**src/rtl/cfg_avmm_arbiter.sv**
```systemverilog
// Round-robin arbiter that shares one AVMM configuration slave port among NREQ masters.
// One transaction in flight; Avalon waitrequest handshake on both sides; read data is
// routed back to the requester that owns the outstanding read.
// Optional feature: define AVMM_ARB_TIMEOUT_EN to enable the read-response timeout.
module cfg_avmm_arbiter #(
    parameter int unsigned NREQ        = 2,
    parameter int unsigned TIMEOUT_CYC = 255
) (
    input  logic               i_cfg_avmm_clk,
    input  logic               i_cfg_avmm_rst_n,
    input  logic [NREQ*17-1:0] i_req_addr,
    input  logic [NREQ*4-1:0]  i_req_byte_en,
    input  logic [NREQ*32-1:0] i_req_wdata,
    input  logic [NREQ-1:0]    i_req_read,
    input  logic [NREQ-1:0]    i_req_write,
    output logic [NREQ-1:0]    o_req_waitreq,
    output logic [NREQ-1:0]    o_req_rdatavld,
    output logic [31:0]        o_req_rdata,
    output logic [16:0]        o_cfg_avmm_addr,
    output logic [3:0]         o_cfg_avmm_byte_en,
    output logic [31:0]        o_cfg_avmm_wdata,
    output logic               o_cfg_avmm_read,
    output logic               o_cfg_avmm_write,
    input  logic               i_cfg_avmm_waitreq,
    input  logic               i_cfg_avmm_rdatavld,
    input  logic [31:0]        i_cfg_avmm_rdata,
    output logic               o_timeout_err
);

    localparam int unsigned IdxW = (NREQ > 1) ? $clog2(NREQ) : 1;

    typedef enum logic [1:0] {StIdle, StCmd, StRdWait} state_e;

    state_e          state_q, state_d;
    logic [IdxW-1:0] ptr_q, ptr_d;
    logic [IdxW-1:0] gnt_q, gnt_d;
    logic [16:0]     addr_q, addr_d;
    logic [3:0]      be_q, be_d;
    logic [31:0]     wdata_q, wdata_d;
    logic            read_q, read_d;
    logic            write_q, write_d;

    logic            hit;
    logic [IdxW-1:0] hit_idx;
    logic [IdxW-1:0] cand;
    logic            accept;
    logic            timeout;

    // Round-robin search: first active requester at or after the pointer.
    always_comb begin
        hit     = 1'b0;
        hit_idx = '0;
        cand    = '0;
        for (int unsigned i = 0; i < NREQ; i++) begin
            cand = IdxW'((32'(ptr_q) + i) % NREQ);
            if (!hit && (i_req_read[cand] || i_req_write[cand])) begin
                hit     = 1'b1;
                hit_idx = cand;
            end
        end
    end

    // Next-state logic: grant/latch in idle, handshake in cmd, wait for data in rdwait.
    always_comb begin
        state_d = state_q;
        ptr_d   = ptr_q;
        gnt_d   = gnt_q;
        addr_d  = addr_q;
        be_d    = be_q;
        wdata_d = wdata_q;
        read_d  = read_q;
        write_d = write_q;
        accept  = 1'b0;
        unique case (state_q)
            StIdle: begin
                if (hit) begin
                    gnt_d   = hit_idx;
                    addr_d  = i_req_addr[32'(hit_idx)*17 +: 17];
                    be_d    = i_req_byte_en[32'(hit_idx)*4 +: 4];
                    wdata_d = i_req_wdata[32'(hit_idx)*32 +: 32];
                    // Read together with write counts as a write.
                    write_d = i_req_write[hit_idx];
                    read_d  = i_req_read[hit_idx] & ~i_req_write[hit_idx];
                    state_d = StCmd;
                end
            end
            StCmd: begin
                if (!i_cfg_avmm_waitreq) begin
                    accept  = 1'b1;
                    read_d  = 1'b0;
                    write_d = 1'b0;
                    ptr_d   = (gnt_q == IdxW'(NREQ - 1)) ? '0 : gnt_q + 1'b1;
                    state_d = read_q ? StRdWait : StIdle;
                end
            end
            StRdWait: begin
                if (i_cfg_avmm_rdatavld || timeout) begin
                    state_d = StIdle;
                end
            end
            default: state_d = StIdle;
        endcase
    end

    // State and command registers; strobes drop immediately on reset.
    always_ff @(posedge i_cfg_avmm_clk or negedge i_cfg_avmm_rst_n) begin
        if (!i_cfg_avmm_rst_n) begin
            state_q <= StIdle;
            ptr_q   <= '0;
            gnt_q   <= '0;
            addr_q  <= '0;
            be_q    <= '0;
            wdata_q <= '0;
            read_q  <= 1'b0;
            write_q <= 1'b0;
        end else begin
            state_q <= state_d;
            ptr_q   <= ptr_d;
            gnt_q   <= gnt_d;
            addr_q  <= addr_d;
            be_q    <= be_d;
            wdata_q <= wdata_d;
            read_q  <= read_d;
            write_q <= write_d;
        end
    end

    // Requester-side responses: only the granted requester ever sees a handshake or data.
    always_comb begin
        o_req_waitreq  = '1;
        o_req_rdatavld = '0;
        o_req_rdata    = '0;
        if (accept) begin
            o_req_waitreq[gnt_q] = 1'b0;
        end
        if (state_q == StRdWait) begin
            o_req_rdatavld[gnt_q] = i_cfg_avmm_rdatavld | timeout;
            o_req_rdata = (timeout && !i_cfg_avmm_rdatavld) ? 32'hDEAD_BEEF : i_cfg_avmm_rdata;
        end
    end

    assign o_cfg_avmm_addr    = addr_q;
    assign o_cfg_avmm_byte_en = be_q;
    assign o_cfg_avmm_wdata   = wdata_q;
    assign o_cfg_avmm_read    = read_q;
    assign o_cfg_avmm_write   = write_q;

`ifdef AVMM_ARB_TIMEOUT_EN
    localparam int unsigned CntW = ($clog2(TIMEOUT_CYC + 1) > 8) ? $clog2(TIMEOUT_CYC + 1) : 8;

    logic [CntW-1:0] cnt_q, cnt_d;
    logic            err_q, err_d;

    // Cycles spent in rdwait; held at zero elsewhere so every read starts from zero.
    always_comb begin
        cnt_d   = (state_q == StRdWait) ? cnt_q + 1'b1 : '0;
        timeout = (state_q == StRdWait) && !i_cfg_avmm_rdatavld &&
                  ((32'(cnt_q) + 32'd1) == TIMEOUT_CYC);
        err_d   = err_q | timeout;
    end

    // Timeout counter and sticky error flag.
    always_ff @(posedge i_cfg_avmm_clk or negedge i_cfg_avmm_rst_n) begin
        if (!i_cfg_avmm_rst_n) begin
            cnt_q <= '0;
            err_q <= 1'b0;
        end else begin
            cnt_q <= cnt_d;
            err_q <= err_d;
        end
    end

    assign o_timeout_err = err_q;
`else
    assign timeout       = 1'b0;
    assign o_timeout_err = 1'b0;
`endif

endmodule

```
**config.mk**
```make
export PLATFORM = sky130hd
export DESIGN_NAME = cfg_avmm_arbiter
export DESIGN_NICKNAME = d
export VERILOG_FILES = /design/src/rtl/cfg_avmm_arbiter.sv
export SDC_FILE = /design/constraint.sdc
export NUM_CORES = 1
export LEC_CHECK = 0
export CAP_MARGIN = 20
export CORE_MARGIN = 2
export CORE_UTILIZATION = 30
export DETAILED_ROUTE_END_ITERATION = 6
export GPL_ROUTABILITY_DRIVEN = 0
export MAX_ROUTING_LAYER = met4
export PLACE_DENSITY = 0.77
export SLEW_MARGIN = 20
export SYNTH_ARGS = -nofsm -noshare
export SYNTH_HDL_FRONTEND = slang
export SYNTH_SLANG_ARGS = --single-unit
```
**constraint.sdc**
```tcl
create_clock -name i_cfg_avmm_clk -period 1.3 [get_ports i_cfg_avmm_clk]
set_input_delay 0.26 -clock i_cfg_avmm_clk [delete_from_list [all_inputs] [get_ports i_cfg_avmm_clk]]
set_output_delay 0.26 -clock i_cfg_avmm_clk [all_outputs]
set_load 0.005 [all_outputs]
```
* Word level (Yosys, flattened, before mapping) *
Index checks and enable logic that the tools add are counted.

word-level totals
  register bits = 59
  input port bits = 146
  output and inout port bits = 92
  logic and storage cells = 74

operators by class
  $add $sub $neg = 2
  $mul = 1
  magnitude comparators = 5
  equal/unequal tests = 5
  shift-type cells = 3
  multiplexer cells = 34
  bitwise gates (word level) = 5
  reductions and logical operators = 11

operators by type and width
  kind                                                                   number
  64-bit by 7-bit indexed part select with 32-bit output                 1
  34-bit by 7-bit indexed part select with 17-bit output                 1
  32-bit two-way mux                                                     1
  1-bit two-way mux                                                      23
  2-bit two-way mux                                                      6
  1-bit by 2-bit < comparator with 1-bit output (second input constant)  4
  8-bit by 4-bit indexed part select with 4-bit output                   1
  1-bit by 5-bit multiplier with 6-bit output (second input constant)    1
  2-bit inequality test (second input constant)                          3
  2-bit one-hot mux with 3 select lines                                  1
  3-bit AND reduction                                                    2
  1-bit one-hot mux with 2 select lines                                  2
  2-bit AND reduction                                                    2
  1-bit adder (second input constant)                                    2
  2-bit bitwise AND                                                      1
  2-bit by 1-bit == test with 1-bit output (second input constant)       1
  2-bit == test (second input constant)                                  1
  1-bit logical AND                                                      2
  2-bit zero test                                                        1
  1-bit logical OR                                                       2
  1-bit inverter                                                         2
  2-bit inverter                                                         1
  2-bit nonzero test                                                     1
  1-bit bitwise AND                                                      1
  3 further kinds                                                        3

* Longest topological paths before layout *
  depth in word-level cells = 13
  mapped depth = 6
  depth with buffers taken out = 4

* Worst setup path before layout *
OpenSTA, ideal clock, no wires.

  path type = flip-flop to output port
  start = reg state_q[1]
  end = out o_req_rdatavld[0]
  data arrival time = 1125 ps
  data required time = 1040 ps
  setup slack = -85 ps
  cell stages (with the launch flop) = 5
  path buffers = 1
  cells stage by stage = dfrtp_1 nor2b_1 clkbuf_1 nand2_1 nor2_1

on the way
  longest elaborated chain between the ends = 2

RTL lines
  what                    RTL line  text
  start, declared         34        state_e state_q, state_d;
  start signal, assigned  108       state_q <= StIdle;
  start signal, assigned  117       state_q <= state_d;
  2-bit == test           136       if (state_q == StRdWait) begin
  2-bit two-way mux       136
  end, declared           17        output logic [NREQ-1:0] o_req_rdatavld,

No other way between the ends.

* Final worst setup path *
  start = reg state_q[1]
  end = out o_req_rdata[1]

on the way
  longest elaborated chain between the ends = 2

RTL lines
  what                RTL line  text
  2-bit == test       136
  32-bit two-way mux  136
  end, declared       18        output logic [31:0] o_req_rdata,

No other way between the ends.

==> results.sh <==
export IMPL_syn_avg_cell_area_um2=8.29
export IMPL_cts_made_buffers=9
export IMPL_crit_buf_inv=4
export IMPL_outcome="complete, but fails checks"
export IMPL_synth_top_area_share=0.493
export IMPL_setup_worst_path_class="reg2out"
export IMPL_cpPeakStageDelay_ns=0.41
export IMPL_violations="negative setup slack"
export IMPL_worstPathCellList="nor2b_4 -> buf_6 -> buf_6 -> buf_16 -> and2_1 -> buf_2"
export IMPL_timing_final_setup_violations=95
export IMPL_ys_seq_area_frac=0.493
export IMPL_final_hold_viol_count=0
export IMPL_max_cap_violations=0
export IMPL_synth_cells=361
export IMPL_maximum_vdd_drop_mv=1.10
export IMPL_hp_class="in2reg"
export IMPL_detail_route_drc_violations=0
export IMPL_yosysWarningCount=0
export IMPL_drt_initial_drc_count=169
export IMPL_wirelength_mm=14.6
export IMPL_netlist_top_cell_by_area="sky130_fd_sc_hd__dfrtp_1"
export IMPL_setup_slack_ns=-0.477
export IMPL_initial_utilization=0.308
export IMPL_grt_antenna_before_repair=0
export IMPL_synthesis_area_um2=2990
export IMPL_yosysUniqueCellTypes=28
export IMPL_fp_coreArea_um2=9730
export IMPL_synthTopCellsByCount="sky130_fd_sc_hd__a21oi_1 (102), sky130_fd_sc_hd__dfrtp_1 (59), sky130_fd_sc_hd__nand2_1 (59)"
export IMPL_async_flop_share=1.00
export IMPL_totalPowerFinal_mw=14.7
export IMPL_clock_path_buffers=2
export IMPL_slew_viol_final=0
export IMPL_synth_compound_area_frac=0.209
export IMPL_post_route_util=0.735
export IMPL_std_cell_rows=36
export IMPL_htree_num_levels=3
export IMPL_synth_adder_area_share=0
export IMPL_number_of_global_route_vias_before_repair=3850
export IMPL_i_o_pins=238
export IMPL_dp_final_hpwl_mm=8.08
export IMPL_synth_top_cells_by_area="sky130_fd_sc_hd__dfrtp_1 (49%), sky130_fd_sc_hd__a21oi_1 (17%), sky130_fd_sc_hd__nand2_1 (7.4%)"
export IMPL_cpMaxStageDelayCell="sky130_fd_sc_hd__dfrtp_1"
export IMPL_largest_family_of_logic_cells_by_synthesized_area="simple AND/OR/NAND/NOR gates"
export IMPL_grt_first_pass_wirelength_mm=20.4
export IMPL_final_nets=781
export IMPL_synth_seq_cells=59
export IMPL_fp_dieW_um=104
export IMPL_cp_start_kind="flip-flop"
export IMPL_synth_most_common_cell="sky130_fd_sc_hd__a21oi_1"
export IMPL_synth_simple_gate_area_frac=0.235
export IMPL_critical_path_sink_type="output pin"
export IMPL_drive_above_1_share=0.419
export IMPL_ctsRootBufferMaster="sky130_fd_sc_hd__clkbuf_8"
export IMPL_worst_skew_pair_later_pin_latency_ns=0.33
export IMPL_routed_via_count=3766
export IMPL_top_ff_cell_synth="sky130_fd_sc_hd__dfrtp_1"
export IMPL_vias_per_cell=4.87
export IMPL_syn_num_nets=507
export IMPL_crit_path_max_fanout=8
export IMPL_synth_xor_xnor_area_share=0
export IMPL_final_cell_count_no_fill=773
export IMPL_synthToLayoutAreaGrowth_pct=139
export IMPL_die_area_um2=10800
export IMPL_timing_critical_path_required_ns=1.04
export IMPL_post_place_ws_ns=-0.572
export IMPL_grt_setup_unrepaired="yes"
export IMPL_cts_tree="yes"
export IMPL_die_h_um=104
export IMPL_grt_overflow_total=0
export IMPL_cts_clk_slew_worst_paths_ns=0.07
export IMPL_route_detailed_wl_per_inst_um=18.9
export IMPL_layout_worst_path_cycle_share=1.37
export IMPL_port_buffer_count=236
export IMPL_grt_util_all_layers=0.248
export IMPL_cellPowerDensity_nw_per_um2=2060
export IMPL_drt_first_pass_iters=4
export IMPL_most_numerous_cell_on_the_critical_path="sky130_fd_sc_hd__buf_6"
export IMPL_synth_edff_count=0
export IMPL_cp_data_arrival_time_ns=1.52
export IMPL_grt_max_degree=32
export IMPL_minimum_clock_period_after_layout_ns=1.78
export IMPL_cts_num_sinks=59
export IMPL_critical_path_top_delay_family="buffers and inverters"
export IMPL_post_synthesis_mux_area_share=0
export IMPL_fmaxAchievable_ghz=0.563
export IMPL_place_inst=723
export IMPL_final_ant_viol_nets=0
export IMPL_finalClockSkew_ns=0.00386
export IMPL_power_static_leakage_nw=2.89
## path summary, 6_finish.rpt
kind	cells after the start	from	to	slack [ns]
setup / recovery	6	state_q[1]	o_req_rdata[1]	-0.48
hold / removal	4	i_req_write[1]	o_cfg_avmm_read	0.47
setup reg to reg	7	state_q[1]	o_cfg_avmm_wdata[0]	-0.35
hold reg to reg	2	o_cfg_avmm_wdata[17]	o_cfg_avmm_wdata[17]	0.51
max in group asynchronous	3	i_cfg_avmm_rst_n	state_q[0]	0.46
min in group asynchronous	3	i_cfg_avmm_rst_n	o_cfg_avmm_wdata[8]	0.54
## report_power, final
group          internal (mW)  switching, mW  leakage, nW
logic                   5.04           4.59         2.13
registers               2.79          0.773        0.667
clock network          0.832          0.701       0.0953
## state kept, by name, indices dropped and copies added, names as in the netlist
name	cells
gnt_q	1
o_cfg_avmm_addr	17
o_cfg_avmm_byte_en	4
o_cfg_avmm_read	1
o_cfg_avmm_wdata	32
o_cfg_avmm_write	1
ptr_q	1
state_q	2
## worst reg2reg max path: cells and delay by family (launching register included)
family                 cells  cell delay, ns
buffers and inverters      4            0.58
flip-flops                 1            0.41
AO/OA/AOI/OAI              3            0.56
## layout by cell type, fill, tap and decap left out, drive strengths merged
cell / netlist / routed
a211o: 1 / 1
a211oi: 1 / 1
a21o: 1 / 1
a21oi: 107 / 107
a31oi: 1 / 1
and2: 33 / 33
and3: 1 / 1
buf: 22 / 84
clkbuf: 4 / 18
clkdlybuf4s15: 0 / 22
clkdlybuf4s50: 0 / 143
clkinv: 0 / 2
conb: 1 / 1
dfrtp: 59 / 59
diode: 0 / 1
dlygate4sd2: 0 / 33
dlygate4sd3: 0 / 1
dlymetal6s2s: 0 / 1
inv: 2 / 2
nand2: 59 / 59
nand2b: 2 / 2
nand3b: 2 / 2
nor2: 56 / 56
nor2b: 1 / 1
nor3b: 2 / 2
o21a: 1 / 1
o21ai: 3 / 3
o21bai: 1 / 1
or2: 1 / 1
## routing by layer
metal / track usage / share of wire
met1: 0.293 / 0.41
met2: 0.425 / 0.52
met3: 0.0482 / 0.050
met4: 0.0811 / 0.027
met5: - / 0
## stage by stage
stage / hold WS [ns] / instance area (um2) / TNS, ns
floorplan: -0.0356 / 3010 / -0.271
global placement: 0.295 / 5600 / -37.95
detailed placement: 0.306 / 5600 / -40.34
CTS: 0.454 / 6520 / -31.48
global route: 0.467 / 7150 / -34.37
finish: 0.471 / 7150 / -29.99
## cell families (layout without fill, tap and decap cells)
| family | count (synthesis) | count (layout) |
|---|---|---|
| other | 1 | 2 |
| DFF | 59 | 59 |
| and+or+nand+nor | 157 | 157 |
| buffers and inverters | 28 | 306 |
| AOI/OAI and AO/OA | 116 | 116 |
## area by class of cell
class,count,area [um2]
diodes,1,2.50
fillers,688,2580
repair buffers,289,3100
flip-flops and latches,59,1480
inverters,2,7.51
multi-input cells,274,2220
well taps,133,166
clock buffers,13,169
clock inverters,2,10.0
## what timing repair did
item / CTS / global route
endpoints found under the setup margin: 148 / 95
cloned: 9 / 7
endpoints found under the hold margin: 59 / 0
pin swaps: 43 / 28
resized for setup: 338 / 159
setup buffers: 20 / 6
hold buffers: 1 / 0
Power figures use the tool's default switching activity.
